===== src/rtl/spi_mem_bridge.sv =====
// SPI (mode 0) slave to DFF-memory bridge.
// Two-byte frames: a command byte (read flag, address) followed by a data byte
// that is either write data from mosi or read data shifted out on miso.
//
//   state     | meaning
//   ----------+-----------------------------------------------------------
//   IDLE      | waiting for a synchronised cs_n falling edge
//   CMD       | shifting in the command byte (rises 1..8)
//   WR_DATA   | shifting in the write data byte (rises 9..16)
//   WR_STROBE | single-cycle memory write (mem_lr_n=0, mem_ce_n=1)
//   RD_REQ    | first memory read cycle (mem_ce_n=0)
//   RD_WAIT   | second memory read cycle, read data loaded into shifter
//   RD_SHIFT  | driving read data on miso, shifting on sclk falls
//   DONE      | frame finished, extra sclk edges ignored until cs_n high
module spi_mem_bridge #(
  parameter int ADDR_W      = 6,
  parameter int SYNC_STAGES = 2
) (
  input  logic              clk,
  input  logic              rst_n,
  input  logic              ena,
  input  logic              sclk,
  input  logic              cs_n,
  input  logic              mosi,
  output logic              miso,
  output logic              miso_oe,
  output logic [ADDR_W-1:0] mem_addr,
  output logic [7:0]        mem_wdata,
  output logic              mem_lr_n,
  output logic              mem_ce_n,
  input  logic [7:0]        mem_rdata,
  output logic              busy
);

  typedef enum logic [2:0] {
    IDLE,
    CMD,
    WR_DATA,
    WR_STROBE,
    RD_REQ,
    RD_WAIT,
    RD_SHIFT,
    DONE
  } state_t;

  state_t state, state_nxt;

  logic [SYNC_STAGES-1:0] sclk_sync;
  logic [SYNC_STAGES-1:0] cs_sync;
  logic [SYNC_STAGES-1:0] mosi_sync;
  logic                   sclk_prev;
  logic                   cs_prev;

  logic              sclk_s;
  logic              mosi_s;
  logic              cs_n_int;
  logic              sclk_rise;
  logic              sclk_fall;
  logic              cs_fall;
  logic [7:0]        shift;
  logic [3:0]        bit_cnt;
  logic [ADDR_W-1:0] addr_field;
  logic              cmd_read;

  // Synchronise the SPI pins and keep last-cycle copies for edge detection.
  always_ff @(posedge clk) begin
    if (!rst_n) begin
      sclk_sync <= '0;
      cs_sync   <= '1;
      mosi_sync <= '0;
      sclk_prev <= 1'b0;
      cs_prev   <= 1'b1;
    end else begin
      sclk_sync <= {sclk_sync[SYNC_STAGES-2:0], sclk};
      cs_sync   <= {cs_sync[SYNC_STAGES-2:0], cs_n};
      mosi_sync <= {mosi_sync[SYNC_STAGES-2:0], mosi};
      sclk_prev <= sclk_s;
      cs_prev   <= cs_n_int;
    end
  end

  // A disabled bridge looks exactly like a deselected one.
  assign sclk_s    = sclk_sync[SYNC_STAGES-1];
  assign mosi_s    = mosi_sync[SYNC_STAGES-1];
  assign cs_n_int  = cs_sync[SYNC_STAGES-1] | ~ena;
  assign sclk_rise = sclk_s & ~sclk_prev;
  assign sclk_fall = ~sclk_s & sclk_prev;
  assign cs_fall   = cs_prev & ~cs_n_int;

  // On the 8th rise the 7 earlier bits sit in shift[6:0] and the last one is
  // still on mosi_s, so the command byte is {shift[6:0], mosi_s}.
  assign cmd_read   = shift[6];
  assign addr_field = {shift[ADDR_W-2:0], mosi_s};

  // State register.
  always_ff @(posedge clk) begin
    if (!rst_n) begin
      state <= IDLE;
    end else begin
      state <= state_nxt;
    end
  end

  // Next-state and memory/miso control decode.
  always_comb begin
    state_nxt = state;
    mem_lr_n  = 1'b1;
    mem_ce_n  = 1'b1;
    miso_oe   = 1'b0;
    miso      = 1'b0;
    busy      = (state != IDLE);
    case (state)
      IDLE: begin
        if (cs_fall) state_nxt = CMD;
      end
      CMD: begin
        if (cs_n_int) begin
          state_nxt = IDLE;
        end else if (sclk_rise && bit_cnt == 4'd7) begin
          state_nxt = cmd_read ? RD_REQ : WR_DATA;
        end
      end
      WR_DATA: begin
        if (cs_n_int) begin
          state_nxt = IDLE;
        end else if (sclk_rise && bit_cnt == 4'd15) begin
          state_nxt = WR_STROBE;
        end
      end
      WR_STROBE: begin
        // A started strobe always completes; DONE then handles any abort.
        mem_lr_n  = 1'b0;
        state_nxt = DONE;
      end
      RD_REQ: begin
        mem_ce_n  = 1'b0;
        state_nxt = cs_n_int ? IDLE : RD_WAIT;
      end
      RD_WAIT: begin
        mem_ce_n  = 1'b0;
        state_nxt = cs_n_int ? IDLE : RD_SHIFT;
      end
      RD_SHIFT: begin
        miso_oe = 1'b1;
        miso    = shift[7];
        if (cs_n_int) begin
          state_nxt = IDLE;
        end else if (sclk_rise && bit_cnt == 4'd15) begin
          state_nxt = DONE;
        end
      end
      DONE: begin
        if (cs_n_int) state_nxt = IDLE;
      end
      default: state_nxt = IDLE;
    endcase
  end

  // Shift register, bit counter and latched memory address/data.
  always_ff @(posedge clk) begin
    if (!rst_n) begin
      shift     <= '0;
      bit_cnt   <= '0;
      mem_addr  <= '0;
      mem_wdata <= '0;
    end else begin
      case (state)
        IDLE: begin
          if (cs_fall) begin
            shift   <= '0;
            bit_cnt <= '0;
          end
        end
        CMD: begin
          if (!cs_n_int && sclk_rise) begin
            shift   <= {shift[6:0], mosi_s};
            bit_cnt <= bit_cnt + 4'd1;
            if (bit_cnt == 4'd7) mem_addr <= addr_field;
          end
        end
        WR_DATA: begin
          if (!cs_n_int && sclk_rise) begin
            shift   <= {shift[6:0], mosi_s};
            bit_cnt <= bit_cnt + 4'd1;
            if (bit_cnt == 4'd15) mem_wdata <= {shift[6:0], mosi_s};
          end
        end
        RD_WAIT: begin
          if (!cs_n_int) shift <= mem_rdata;
        end
        RD_SHIFT: begin
          if (!cs_n_int) begin
            if (sclk_rise) bit_cnt <= bit_cnt + 4'd1;
            // The fall right after the 8th rise must keep bit 7 on miso; the
            // master samples it on the 9th rise.
            if (sclk_fall && bit_cnt > 4'd8) shift <= {shift[6:0], 1'b0};
          end
        end
        default: ;
      endcase
    end
  end

endmodule


===== config.mk =====
export PLATFORM = sky130hd
export DESIGN_NAME = spi_mem_bridge
export DESIGN_NICKNAME = d
export VERILOG_FILES = /design/src/rtl/spi_mem_bridge.sv
export SDC_FILE = /design/constraint.sdc
export NUM_CORES = 1
export LEC_CHECK = 0
export BUFFER_PORTS_ARGS = -buffer_cell sky130_fd_sc_hd__buf_2
export CORE_MARGIN = 1.5
export CORE_UTILIZATION = 25
export CTS_CLUSTER_DIAMETER = 30
export CTS_CLUSTER_SIZE = 30
export DETAILED_ROUTE_END_ITERATION = 12
export PLACE_DENSITY = 0.42
export SLEW_MARGIN = 10
export SYNTH_ARGS = -nofsm -noshare
export SYNTH_HDL_FRONTEND = slang
export SYNTH_SLANG_ARGS = --single-unit

===== constraint.sdc =====
create_clock -name clk -period 2.6 [get_ports clk]
set_input_delay 0 -clock clk [delete_from_list [all_inputs] [get_ports clk]]
set_output_delay 0 -clock clk [all_outputs]
set_load 0.02 [all_outputs]

==> metrics.csv, run 1 <==
metric,value,unit
status,"complete, no violations",
max-vdd-ir-drop,0.000187,V
yosys_most_used_dff,dfxtp_1,
fin_util,31.2,%
postSynthAreaPerCell,9.44,um^2
clock_sinks,37,
grt_max_degree,28,
grt_usage,12.3,%
insertedDiodeCount,0,
worst_pin_slew,0.673,ns
hp-class,in2reg,
synthSimpleGateAreaFrac,21.7,%
grt_pass1_vias,1437,
clock_latency,0.29,ns
min_to,shift[2]$_SDFFE_PN0P_,
drt-pass1-iter-count,4,
maxCapViolations,0,
synth-adder-area-share,1.39,%
grt_antenna_before_repair,0,
met3_length,228,um
reg2reg_slack,0.63,ns
p_leak,0.943,nW
arrival,2.20,ns
port_buffers,32,
r2r-end,shift[6]$_SDFFE_PN0P_,
ctsResizeCount,0,
critPathRequiredTime,2.84,ns
period_needed,1.97,ns
crit_type,reg2reg,
cts_hold_buf,3,
path_max_fanout,12,
synth_seq_cells,37,
reg2regPathDepth,5,
dieArea,7730,um^2
vias,1461,
muxShareOfSynthArea,9.02,%
yosys.area.top_type_share,41.1,%
rsz0062_at_grt,no,
synthMostInstantiatedCell,dfxtp_1,
clkSlewWorstSetupHoldPaths,0.08,ns
synth_top_cells_by_count,"dfxtp_1 (37), a21oi_1 (16), mux2i_1 (14), nor2_1 (14), nand2b_1 (10)",
end_kind,register,
fin_area,2150,um^2
numCtsBuffers,5,
cts_max_path_buffers,2,
final-setup-viol-count,0,
initial_utilization,26.2,%
row_count,30,
power.density,536,nW/um^2
hp-start,mem_rdata[2],
final_cells,319,
die_h,87.9,um
gp_congestion,0.796,
grt-ovfl-total,0,
dp_hpwl,3.09,mm
post_synth_main_area_contributors,"dfxtp_1 (41%), mux2i_1 (7.8%), a21oi_1 (4.4%), nand2b_1 (3.5%), nor2_1 (2.9%)",
synthCells,191,
h-tree-depth,2,
synth_top_family_by_area,simple AND/OR/NAND/NOR gates,
placed_cells,308,
coreArea,6870,um^2
total_power,1.15,mW
slew_viol_final,0,
cts_tree,done,
syn_nets,207,
die_w,87.9,um
whs,0.00527,ns
place_area,2000,um^2
wirelength,4.36,mm
area_delta_synth_final,19.0,%
synth.distinct_cells,49,
drtAntennaViolNets,0,
ys_seq_area_share,41.1,%
yosysWarningCount,0,
postLayoutSetupSlackWorst,0.634,ns
via_per_inst,4.58,
route.met2.wl,1.93,mm
reg2reg_from,cs_sync[1]$_SDFF_PN1_,
min_period_over_period,75.6,%
drt_iter0_drc,63,
synth_xor_area_share,0.486,%
startpoint_type,register,
yosysTopAreaCell,dfxtp_1,
drc_errors,0,
syn_area,1800,um^2
synth_edf_count,0,
final-hold-violation-count,0,
slew_headroom,54.8,%
layout.nets,238,
drive_above_1_share,23.8,%
async_reset_ff_share,0,%
io_pins,33,
grt_pass1_wl,7.20,mm
synth-compound-area-share,19.3,%
pre_cts_ws,0.650,ns
hold-path-cell-count,3,
fmax,509,MHz
wl_met1,2.13,mm
fin_setup_tns,0,ns
top_layer,met4,
skew,0.00968,ns
detail_route.wl_per_cell,13.7,um
cts_setup_buffers,0,
root_buffer,clkbuf_8,
-- cell usage in the layout (no fill, tap or decap), types with 2 or more instances in the layout --
cell type      count
dlygate4sd3_1      3
o31ai_1            5
nand2_1            9
nand2b_1          10
buf_2             32
a21oi_1           16
nor2b_1            8
o221a_2            2
clkbuf_8           5
dfxtp_1           37
inv_1              8
and2_1             5
buf_4              2
o211ai_1           2
o21ai_0            4
a32oi_1            2
nand3_1            5
a22oi_1            4
a21boi_0           2
nor2_1            14
and3_1             2
ha_1               2
mux2i_1           14
mux2_2             2
-- routing by layer --
layer / vias to the layer above / GRT usage, %
li1: 736 / -
met1: 678 / 16.3
met2: 40 / 19.4
met3: 7 / 2.92
met4: 0 / 4.76
met5: - / 0
-- power by group --
| group | internal (mW) | switching, mW | total (mW) |
|---|---|---|---|
| logic | 0.0271 | 0.0309 | 0.0580 |
| clock network | 0.287 | 0.218 | 0.506 |
| registers | 0.576 | 0.00959 | 0.586 |
-- logic make-up (layout without fill, tap and decap cells) --
family | Yosys count | after routing
simple gates | 64 | 64
compound gates | 50 | 50
flops | 37 | 37
buf+inv | 21 | 53
mux | 16 | 16
fa+ha+maj | 2 | 2
xor+xnor | 1 | 1
-- critical path, stage by stage (launching register included) --
cell and delay [ns]:
dfxtp_1 0.32, and2b_1 0.43, o211ai_1 0.17, a21oi_1 0.41
or2_1 0.35, o221a_2 0.23
-- state kept, by name, summed over array words and instances, names as in the netlist --
name / count
bit_cnt: 4
cs_prev: 1
cs_sync: 2
mem_addr: 6
mem_wdata: 8
mosi_sync: 2
sclk_prev: 1
sclk_sync: 2
shift: 8
state: 3
-- final cells by class --
type                       count  area, um^2
inverter                       8        30.0
tap                           96         120
clock buffer                   5        68.8
clock inverter                 3        46.3
sequential                    37         741
multi-input combinational    133         935
fill                         742        4720
timing repair buffer          37         205
-- how the worst max path moves through the flow --
stage	start	end	slack, ns	depth (start not counted)
3_5_place_dp	cs_sync[1]$_SDFF_PN1_	shift[7]$_SDFFE_PN0P_	0.65	5
2_1_floorplan	sclk_sync[1]$_SDFF_PN0_	shift[7]$_SDFFE_PN0P_	1.01	7
6_report	cs_sync[1]$_SDFF_PN1_	shift[6]$_SDFFE_PN0P_	0.63	5
5_1_grt	state[1]$_SDFFE_PN0P_	bit_cnt[1]$_SDFFE_PN0P_	0.44	6
3_3_place_gp	state[1]$_SDFFE_PN0P_	bit_cnt[1]$_SDFFE_PN0P_	0.61	6
4_1_cts	cs_sync[1]$_SDFF_PN1_	shift[6]$_SDFFE_PN0P_	0.63	5
(Power assumes the default switching activity.)
==> inputs of run 2 (changes only) <==
Clock period 2.6 ns to 2.1 ns, I/O delays scaled along.
==> run 2 against run 1 <==
Clock-buffer cell count stayed put. Critical endpoint unchanged. Critical path type unchanged. Cell area is 1.5% higher. Routed wire length is 4.9% higher.
==> metrics.csv, run 2 (synthesis gave the netlist of run 1 again) <==
metric,value,unit,change
cp_slowest_cell,and2b_1,,
dp_hpwl,3.19,mm,+3.0%
wirelength,4.57,mm,+4.9%
fmax,532,MHz,+4.6%
fin_area,2180,um^2,+1.5%
h-tree-depth,2,,unchanged
insertedDiodeCount,0,,unchanged
r2r-end,shift[6]$_SDFFE_PN0P_,,
cts_tree,done,,
postLayoutSetupSlackWorst,0.220,ns,-0.414 ns
startpoint_type,register,,
crit_type,reg2reg,,
hold-path-cell-count,3,,unchanged
final-setup-viol-count,0,,unchanged
final-hold-violation-count,0,,unchanged
area_delta_synth_final,20.7,%,
hp-start,mem_rdata[2],,
power.density,599,nW/um^2,+12%
reg2reg_from,cs_sync[1]$_SDFF_PN1_,,
reg2reg_slack,0.22,ns,-0.41 ns
gp_congestion,0.757,,-4.9%
reg2regPathDepth,5,,unchanged
rsz0062_at_grt,no,,
worstPathCellList,and2b_1 -> o211ai_1 -> a21oi_2 -> or2_1 -> o221a_2,,
grt_max_degree,27,,-3.6%
cts_setup_buffers,0,,unchanged
slew_viol_final,0,,unchanged
vias,1505,,+3.0%
hp-class,in2reg,,
fill_cells,746,,+0.54%
top_regs,"mem_wdata (8), shift (8), mem_addr (6)",,
ctsResizeCount,0,,unchanged
coreArea,6870,um^2,unchanged
drive_above_1_share,26.4,%,+2.6 points
numCtsBuffers,5,,unchanged
die_h,87.9,um,unchanged
fin_setup_tns,0,ns,unchanged
root_buffer,clkbuf_8,,
clock_sinks,37,,unchanged
grt_pass1_wl,7.42,mm,+3.2%
crit_buf_inv,0,,unchanged
final_common_cell,dfxtp_1,,
layout.nets,246,,+3.4%
fin_util,31.7,%,+0.46 points
min_period_over_period,89.5,%,+14 points
final_cell_mix,"dfxtp_1 (37), buf_2 (32), a21oi_1 (16)",,
slew_headroom,69.1,%,+14 points
clkSlewWorstSetupHoldPaths,0.08,ns,about the same
whs,0.0107,ns,+0.00543 ns
end_kind,register,,
period_needed,1.88,ns,-0.0861 ns
p_leak,0.974,nW,+3.3%
crit_path_start,cs_sync[1]$_SDFF_PN1_,,
drt_iter0_drc,103,,+63%
place_area,2060,um^2,+3.0%
initial_utilization,26.2,%,unchanged
grt-ovfl-total,0,,unchanged
die_w,87.9,um,unchanged
row_count,30,,unchanged
max_stage_delay,0.43,ns,about the same
port_buffers,32,,unchanged
dieArea,7730,um^2,unchanged
path_delay_family,simple AND/OR/NAND/NOR gates,,
drt-pass1-iter-count,4,,unchanged
max-vdd-ir-drop,0.000335,V,+79%
grt_antenna_before_repair,0,,unchanged
worst_pin_slew,0.463,ns,-0.210 ns
arrival,2.11,ns,-0.09 ns
path_max_fanout,12,,unchanged
drtAntennaViolNets,0,,unchanged
drc_errors,0,,unchanged
skew,0.00676,ns,-0.00292 ns
status,"complete, no violations",,
pre_cts_ws,0.265,ns,-0.385 ns
detail_route.wl_per_cell,14.0,um,+2.3%
critPathRequiredTime,2.33,ns,-0.51 ns
io_pins,33,,unchanged
grt_usage,12.8,%,+0.47 points
via_per_inst,4.60,,+0.49%
clock_latency,0.29,ns,about the same
cts_max_path_buffers,2,,unchanged
maxCapViolations,0,,unchanged
min_to,shift[2]$_SDFFE_PN0P_,,
grt_pass1_vias,1421,,-1.1%
[run 2: through the flow]
stage	instances	total power, mW
2_1_floorplan	191	0.786
3_3_place_gp	316	0.816
3_5_place_dp	316	0.815
4_1_cts	327	1.32
5_1_grt	327	1.36
6_report	327	1.30
[run 2: how the worst max path moves through the flow]
stage	depth (start not counted)	to	slack (ns)
after floorplan	7	shift[7]$_SDFFE_PN0P_	0.51
after global placement	5	shift[6]$_SDFFE_PN0P_	0.34
after detailed placement	5	shift[6]$_SDFFE_PN0P_	0.27
after CTS	5	shift[6]$_SDFFE_PN0P_	0.23
after global routing	5	shift[6]$_SDFFE_PN0P_	0.01
final	5	shift[6]$_SDFFE_PN0P_	0.22
[run 2: area by class of cell]
type | count | area [um^2] | share of cell area [%]
multi-input cells | 133 | 935 | 42.9
flip-flops and latches | 37 | 741 | 34.0
repair buffers | 45 | 265 | 12.2
well taps | 96 | 120 | 5.52
clock buffers | 5 | 68.8 | 3.16
inverters | 8 | 30.0 | 1.38
clock inverters | 3 | 17.5 | 0.805
[run 2: timing repair]
item | in CTS | in global routing
hold endpoints to repair | 3 | 0
setup endpoints to repair | 0 | 0
hold buffers | 3 | 0
[run 2: per-layer routing]
metal	vias up	wire length, um	GRT usage, %
li1	758	-	-
met1	712	2320	18.1
met2	30	1970	18.6
met3	5	203	3.02
met4	0	76	5.19
met5	-	0	0
[run 2: power by group]
group / switching, mW / leakage, nW / internal [mW] / total [mW]
registers: 0.0114 / 0.300 / 0.713 / 0.725
logic: 0.0399 / 0.630 / 0.0370 / 0.0768
clock network: 0.272 / 0.0439 / 0.229 / 0.502
total: 0.323 / 0.974 / 0.980 / 1.30
[run 2: worst register-to-register path, cell delays in order (launching register included)]
cell	delay, ns
dfxtp_1	0.32
and2b_1	0.43
o211ai_1	0.21
a21oi_2	0.30
or2_1	0.34
o221a_2	0.23
